File: src/rtl/csr_control_pipe.sv
// csr_control_pipe
//   Zicsr decode-stage control override with a PIPE_DEPTH-stage enable pipe to the CSR file port.
//   At decode, SYSTEM CSR ops override the base ALU/regfile controls. Their read/write/set/clear
//   enables then travel down a shift pipe and reach the CSR port at writeback. Ops are flagged
//   illegal when they modify a read-only CSR or use funct3==100. Any CSR op is held while an
//   older CSR write is still in flight.
//
//   Configuration macro: CSR_PRIV_CHECK_EN. When it is defined, an op is also illegal if
//   priv < csr_address[9:8].
//
// Ports
//   clock, reset                  core clock, asynchronous active-high reset
//   opcode_decode/funct3/rs1/rd   decode-stage instruction fields
//   csr_address, priv             CSR number and current privilege (11 M, 01 S, 00 U)
//   valid_decode                  decode slot holds a real instruction
//   stall_in, flush               downstream freeze / kill all in-flight entries
//   *_base                        base controls, passed through for non-CSR ops
//   extend_sel..regWrite          overridden decode controls (combinational)
//   csr_stall                     hold decode: CSR op behind an in-flight CSR write
//   CSR_*_en, CSR_address_wb      pipe-output enables and address
//   csr_illegal                   illegal op at pipe output
//   scan                          debug print of pipe state (simulation only)
module csr_control_pipe #(
  parameter int unsigned CORE            = 0,
  parameter int unsigned SCAN_CYCLES_MIN = 0,
  parameter int unsigned SCAN_CYCLES_MAX = 1000,
  parameter int unsigned PIPE_DEPTH      = 2    // legal range 1..4
) (
  input  logic        clock,
  input  logic        reset,
  input  logic [6:0]  opcode_decode,
  input  logic [2:0]  funct3,
  input  logic [4:0]  rs1,
  input  logic [4:0]  rd,
  input  logic [11:0] csr_address,
  input  logic [1:0]  priv,
  input  logic        valid_decode,
  input  logic        stall_in,
  input  logic        flush,
  input  logic [1:0]  extend_sel_base,
  input  logic [1:0]  operand_A_sel_base,
  input  logic        operand_B_sel_base,
  input  logic [5:0]  ALU_operation_base,
  input  logic        regWrite_base,
  output logic [1:0]  extend_sel,
  output logic [1:0]  operand_A_sel,
  output logic        operand_B_sel,
  output logic [5:0]  ALU_operation,
  output logic        regWrite,
  output logic        csr_stall,
  output logic        CSR_read_en,
  output logic        CSR_write_en,
  output logic        CSR_set_en,
  output logic        CSR_clear_en,
  output logic [11:0] CSR_address_wb,
  output logic        csr_illegal,
  input  logic        scan
);

  localparam logic [6:0] OpSystem = 7'b1110011;

  typedef struct packed {
    logic        valid;
    logic        r;
    logic        w;
    logic        s;
    logic        c;
    logic        ill;
    logic [11:0] addr;
  } entry_t;

  entry_t pipe_q [PIPE_DEPTH];
  entry_t pipe_d [PIPE_DEPTH];
  entry_t new_entry;
  entry_t out_entry;

  logic is_system, csr_op, f3_bad, csr_like;
  logic raw_r, raw_w, raw_s, raw_c;
  logic ro_viol, priv_viol, illegal;
  logic inflight_wr;

  // Instruction classification
  always_comb begin
    is_system = valid_decode & (opcode_decode == OpSystem);
    csr_op    = is_system & (funct3[1:0] != 2'b00);
    f3_bad    = is_system & (funct3 == 3'b100);
    // f3_bad still occupies a pipe slot so its illegal flag reaches writeback
    csr_like  = csr_op | f3_bad;
  end

  // Raw enables before legality; rd==0 suppresses the RW read, rs1==0 suppresses set/clear
  always_comb begin
    raw_r = 1'b0;
    raw_w = 1'b0;
    raw_s = 1'b0;
    raw_c = 1'b0;
    unique case (funct3[1:0])
      2'b01: begin
        raw_w = 1'b1;
        raw_r = (rd != 5'd0);
      end
      2'b10: begin
        raw_r = 1'b1;
        raw_s = (rs1 != 5'd0);
      end
      2'b11: begin
        raw_r = 1'b1;
        raw_c = (rs1 != 5'd0);
      end
      default: ;
    endcase
  end

`ifdef CSR_PRIV_CHECK_EN
  always_comb priv_viol = (priv < csr_address[9:8]);
`else
  logic unused_priv;
  always_comb begin
    priv_viol   = 1'b0;
    unused_priv = ^priv;
  end
`endif

  always_comb begin
    ro_viol = (raw_w | raw_s | raw_c) & (csr_address[11:10] == 2'b11);
    illegal = f3_bad | (csr_op & (ro_viol | priv_viol));
  end

  // Serialise behind any write still ahead of the output stage
  always_comb begin
    inflight_wr = 1'b0;
    for (int i = 0; i < int'(PIPE_DEPTH) - 1; i++) begin
      if (pipe_q[i].valid & (pipe_q[i].w | pipe_q[i].s | pipe_q[i].c)) inflight_wr = 1'b1;
    end
    csr_stall = csr_op & inflight_wr;
  end

  // Decode-stage control override
  always_comb begin
    extend_sel    = extend_sel_base;
    operand_A_sel = operand_A_sel_base;
    operand_B_sel = operand_B_sel_base;
    ALU_operation = ALU_operation_base;
    regWrite      = regWrite_base;
    if (csr_like) begin
      if (funct3[2]) begin
        extend_sel    = 2'd2;
        operand_A_sel = 2'd3;
        operand_B_sel = 1'b1;
        ALU_operation = 6'd0;
      end else begin
        extend_sel    = 2'd0;
        operand_A_sel = 2'd0;
        operand_B_sel = 1'b0;
        ALU_operation = 6'd1;
      end
      regWrite = (rd != 5'd0) & ~illegal & ~csr_stall;
    end
  end

  // Entry for stage 0; a held op inserts a bubble
  always_comb begin
    new_entry       = '0;
    new_entry.valid = csr_like & ~csr_stall;
    new_entry.r     = csr_op & raw_r & ~illegal;
    new_entry.w     = csr_op & raw_w & ~illegal;
    new_entry.s     = csr_op & raw_s & ~illegal;
    new_entry.c     = csr_op & raw_c & ~illegal;
    new_entry.ill   = illegal;
    new_entry.addr  = csr_address;
  end

  // Flush beats stall_in; stall_in freezes every stage
  always_comb begin
    pipe_d = pipe_q;
    if (flush) begin
      for (int i = 0; i < int'(PIPE_DEPTH); i++) pipe_d[i] = '0;
    end else if (!stall_in) begin
      pipe_d[0] = new_entry;
      for (int i = 1; i < int'(PIPE_DEPTH); i++) pipe_d[i] = pipe_q[i-1];
    end
  end

  always_ff @(posedge clock or posedge reset) begin
    if (reset) begin
      for (int i = 0; i < int'(PIPE_DEPTH); i++) pipe_q[i] <= '0;
    end else begin
      for (int i = 0; i < int'(PIPE_DEPTH); i++) pipe_q[i] <= pipe_d[i];
    end
  end

  always_comb begin
    out_entry      = pipe_q[PIPE_DEPTH-1];
    CSR_read_en    = out_entry.valid & out_entry.r;
    CSR_write_en   = out_entry.valid & out_entry.w;
    CSR_set_en     = out_entry.valid & out_entry.s;
    CSR_clear_en   = out_entry.valid & out_entry.c;
    csr_illegal    = out_entry.valid & out_entry.ill;
    CSR_address_wb = out_entry.valid ? out_entry.addr : 12'd0;
  end

`ifndef SYNTHESIS
  logic [31:0]           cycle_q, cycle_d;
  logic [PIPE_DEPTH-1:0] stage_valid;
  logic                  scan_window;

  always_comb begin
    cycle_d = cycle_q + 32'd1;
    for (int i = 0; i < int'(PIPE_DEPTH); i++) stage_valid[i] = pipe_q[i].valid;
    // Unsigned wrap-around makes this a single range test for [MIN, MAX]
    scan_window = ((cycle_q - SCAN_CYCLES_MIN) <= (SCAN_CYCLES_MAX - SCAN_CYCLES_MIN));
  end

  always_ff @(posedge clock or posedge reset) begin
    if (reset) cycle_q <= '0;
    else       cycle_q <= cycle_d;
  end

  always_ff @(posedge clock) begin
    if (scan && scan_window) begin
      $display("csr_pipe core %0d cycle %0d valid %b r%b w%b s%b c%b ill%b addr %h stall %b",
               CORE, cycle_q, stage_valid, CSR_read_en, CSR_write_en, CSR_set_en, CSR_clear_en,
               csr_illegal, CSR_address_wb, csr_stall);
    end
  end
`endif

endmodule
File: config.mk
export PLATFORM = sky130hd
export DESIGN_NAME = csr_control_pipe
export DESIGN_NICKNAME = d
export VERILOG_FILES = /design/src/rtl/csr_control_pipe.sv
export SDC_FILE = /design/constraint.sdc
export NUM_CORES = 1
export LEC_CHECK = 0
export BUFFER_PORTS_ARGS = -buffer_cell sky130_fd_sc_hd__buf_2
export CORE_ASPECT_RATIO = 1.2
export CORE_MARGIN = 4
export CORE_UTILIZATION = 25
export CTS_CLUSTER_DIAMETER = 30
export DETAILED_ROUTE_END_ITERATION = 7
export HOLD_SLACK_MARGIN = 0.08
export PLACE_DENSITY_LB_ADDON = 0.15
export SKIP_LAST_GASP = 1
export SLEW_MARGIN = 30
export SYNTH_ARGS = -nofsm -noshare
export SYNTH_HDL_FRONTEND = slang
export SYNTH_SLANG_ARGS = --single-unit
File: constraint.sdc
create_clock -name clock -period 1.4 [get_ports clock]
set_input_delay 0.14 -clock clock [delete_from_list [all_inputs] [get_ports clock]]
set_output_delay 0.14 -clock clock [all_outputs]
set_load 0.01 [all_outputs]
==> Word level (Yosys, flattened, before mapping) <==
Cells that the tools add are included.
{ "classes": {"n_eq_ne": 7, "mux": 17, "bitwise_logic": 31, "reduce_logical": 4} }
{ "op_table": {"columns": ["op", "count"], "rows": [
  ["36-bit two-way mux", 2],
  ["1-bit bitwise AND", 23],
  ["12-bit two-way mux", 1],
  ["5-bit nonzero test", 2],
  ["1-bit two-way mux", 8],
  ["2-bit two-way mux", 4],
  ["7-bit equality test (second input constant)", 1],
  ["2-bit equality test (second input constant)", 3],
  ["6-bit two-way mux", 1],
  ["1-bit bitwise OR", 6],
  ["3-bit equality test (second input constant)", 1],
  ["2-bit by 1-bit equality test with 1-bit output (second input constant)", 1],
  ["2-bit by 1-bit != test with 1-bit output (second input constant)", 1],
  ["1-bit NOT", 2],
  ["1-bit case mux with 2 select lines", 1],
  ["2-bit nonzero test", 1],
  ["2-bit OR reduction", 1]
]} }
{ "totals": {"ff_bits": 36, "input_bits": 52, "out_inout_bits": 30, "wordCells": 73} }

==> Depth between registers and ports, before layout <==
{ "depth": {"word_depth": 11, "ltp_mapped": 4, "mapped_depth_nobuf": 4} }

==> Worst setup path before layout <==
OpenSTA, ideal clock, no wires.
{ "synth_path": {"path_kind": "input to output", "from": "input port opcode_decode[5]", "to": "output port ALU_operation[0]", "arrival_time_ns": 1.345, "required_time_ns": 1.260, "slack_ns": -0.085, "stages": 4, "n_path_buf": 0, "path_cell_list": "nand4_1 > nor4_1 > o21ai_1 > a22oi_1"} }
{ "synth_between": {"elab_chain_cells": 5, "word_cells_on_any_way": 6} }
{ "synth_rtl": {"columns": ["item", "line_no", "source"], "rows": [
  ["start, declared", "31", "input logic [6:0] opcode_decode,"],
  ["7-bit equality test *", "84", "is_system = valid_decode & (opcode_decode == OpSystem);"],
  ["1-bit bitwise AND *", "84", null],
  ["1-bit bitwise AND (on tied branches)", "85, 86", null],
  ["1-bit bitwise OR *", "88", "csr_like = csr_op | f3_bad;"],
  ["6-bit two-way mux *", "145", "if (csr_like) begin"],
  ["end, declared", "48", "output logic [5:0] ALU_operation,"]
]} }
Mark *: on every way between the ends. The rest lies on a longest branch, timed or not.

==> Worst setup path after layout <==
{ "layout_path": {"from": "register, netlist name pipe_q[31]", "to": "output port regWrite"} }
{ "layout_between": {"elab_chain_cells": 7} }
{ "layout_rtl": {"columns": ["item", "line_no", "source"], "rows": [
  ["1-bit bitwise OR", "133", "if (pipe_q[i].valid & (pipe_q[i].w | pipe_q[i].s | pipe_q[i].c)) inflight_wr = 1'b1;"],
  ["1-bit bitwise AND", "133", null],
  ["1-bit two-way mux", "133", null],
  ["1-bit bitwise AND", "135", "csr_stall = csr_op & inflight_wr;"],
  ["1-bit NOT", "157", "regWrite = (rd != 5'd0) & ~illegal & ~csr_stall;"],
  ["1-bit bitwise AND", "157", null],
  ["1-bit two-way mux", "145", null],
  ["end, declared", "49", "output logic regWrite,"]
]} }
No other way between the ends.

==> metrics <==
initial antenna violation count=0; Finished Cell Area=2540 sq um; synth-to-layout area growth=42.6%; min-delay src=csr_address[7]; Yosys cell types=26; 1st-iter DRT viols=20; placed instance area=2390 sq um; final worst-path cycle share=116%; crit end category=primary output; root buf cell=clkbuf_8; drt pass-1 iters=4; CTS tree=done; Leakage=0.00137 uW; die width=85.1 um; gr usage total=11.0%; final worst slack=-225 ps; synthesized area per cell=10.3 sq um; Ports=82; WP data arrival=1480 ps; Non-Filler Instances=354; PwrDens=789 nW/um^2; number of max-cap violations=0; Yosys top cell area share=50.5%; Die H=101 um; Max VDD drop=277 uV; layout cells sized above 1=42.3%; diodes inserted=0; # nets final=321; total power=2010 uW; critical path class=reg -> out; synth warn=0; status=finished, violations left; fin util=36.9%; ranking of synthesized cells by area=dfrtp_1 (50%), mux2i_1 (17%), nor2_1 (7.8%); global-route wire length before repair=7570 um; routed via count=1,584; gr ovfl total=0; r2r worst-path depth=4; worst reg2reg setup slack=50 ps; H-tree level count=2; PortBufs=78; fmax=616 MHz; Worst R2R Start=pipe_q[31]; Yosys reg bits=36; clk sinks=36; CP startpoint kind=flip-flop; largest net degree at the start of global routing=37; Synth Cell Area=1780 sq um; Worst Path Required=1260 ps; Core Footprint=6900 sq um; Final min period=1620 ps; clock skew=1.43 ps; dpl ws=-152 ps; Seq/Total Area, Yosys=50.5%; Fin. Hold Viols=0; detailed-placement wirelength estimate=3410 um; Final Setup Violations=2; DRT Wirelength=4520 um; clk slew on worst S/H paths=60 ps; Hold Crit Class=in -> reg; Worst Tran Pin Value=462 ps; placer's final routability congestion estimate=0.723; Residual DRC=0; CTS Buf Count=5; R2R Path End=pipe_q[35]; vias per std cell=4.47; Routed Antenna Nets=0; Post-Place Cells=348; CTS Buffer Depth=2; Min-Delay Path Depth=3; crit-path max FO=2; Post-Syn Nets=226; Hold EP=pipe_q[25]; failing checks=negative setup slack; Cell Rows=33; Critical path origin=pipe_q[31]; vias in the first global route=1,618; die area=8560 sq um; Clk Latency, worst-skew pair=270 ps; Synth area leader=dfrtp_1; Max-slew headroom=69.2%; Mapped Cells=174; WL per Instance=12.8 um; max-slew violations=0; initial core utilization=25.9%; unrepaired setup endpoints after global routing=true
layout make-up:
type	count	area [sq um]
Clock buffer	5	68.8
Tap cell	87	109
Inverter	4	15.0
Timing Repair Buffer	97	548
Fill cell	727	4350
Multi-Input combinational cell	125	902
Sequential cell	36	901
per-layer routing:
layer  up-vias  routed length (um)  global-route usage (%)
li1        786                   -                       -
met1       726                2020                    13.9
met2        68                2100                    18.1
met3         4                 364                    2.78
met4         0                  31                    4.02
met5         -                   0                       0
synthesized netlist by cell type:
cell,instances
nor2b_1,8
nor4b_1,1
or3_1,1
clkbuf_1,7
nor4_1,1
o41ai_1,1
buf_2,2
dfrtp_1,36
nor2_1,37
nand2_1,4
a22oi_1,1
or4_1,3
nand3b_1,1
a21oi_1,3
and2_1,17
mux2i_1,30
nor4b_2,1
a211oi_1,1
nand4_1,1
a22o_1,5
o21ai_1,1
inv_1,4
a31o_2,1
nor3_1,3
o31ai_1,1
a32o_1,3
cells in the final DEF, fill, tap and decap left out, types with 2 or more instances in the layout:
cell type / n
a32o_1: 3
clkbuf_8: 5
buf_4: 18
a22o_1: 5
buf_6: 2
and2_1: 17
nor3_1: 2
inv_1: 4
dfrtp_1: 36
mux2i_1: 30
nor2b_1: 8
nand2_1: 4
buf_2: 76
nor2_2: 2
a21oi_1: 2
nor2_1: 34
or4_4: 2
kinds of logic (layout without fill, tap and decap cells):
| family | after synthesis | after routing | synth area share [%] |
|---|---|---|---|
| compound gates | 17 | 17 | 7.50 |
| buf+inv | 13 | 106 | 2.88 |
| simple gates | 78 | 78 | 22.3 |
| mux | 30 | 30 | 16.8 |
| flops | 36 | 36 | 50.5 |
sequential cells by signal, indices dropped and copies added (netlist names):
name and flops:
out_entry 18, pipe_q 18
timing repair:
item	in CTS	in global routing
buffers inserted	1	0
gates resized for setup	6	8
endpoints found under the hold margin	36	0
pin swaps	6	4
gates cloned	0	0
hold buffers	1	0
setup endpoints to repair	8	12
worst max-delay path: stages, from the launching register on:
cell and delay (ps):
dfrtp_1 400, o31ai_4 280, nor2_2 60, buf_4 140
nor2_2 70, a31o_2 160, buf_6 100
how the worst max path moves through the flow:
stage	to	slack (ps)
finish	regWrite	-220
floorplan	pipe_q[31]	-20
detailed placement	pipe_q[35]	-150
CTS	regWrite	-280
global placement	pipe_q[35]	-100
global route	regWrite	-310
power breakdown:
part / internal (uW) / leakage, uW / switching, uW
registers: 1070 / 0.000492 / 14.5
clock network: 320 / 0.0000359 / 315
logic: 136 / 0.000839 / 150
total: 1530 / 0.00137 / 479
through the flow:
step,TNS [ps],hold slack (ps)
6_report,-244,108
5_1_grt,-584,129
4_1_cts,-353,99.6
3_5_place_dp,-578,275
3_3_place_gp,-576,281
2_1_floorplan,-85.8,293
Note: power is estimated with default switching activity, not from simulation.
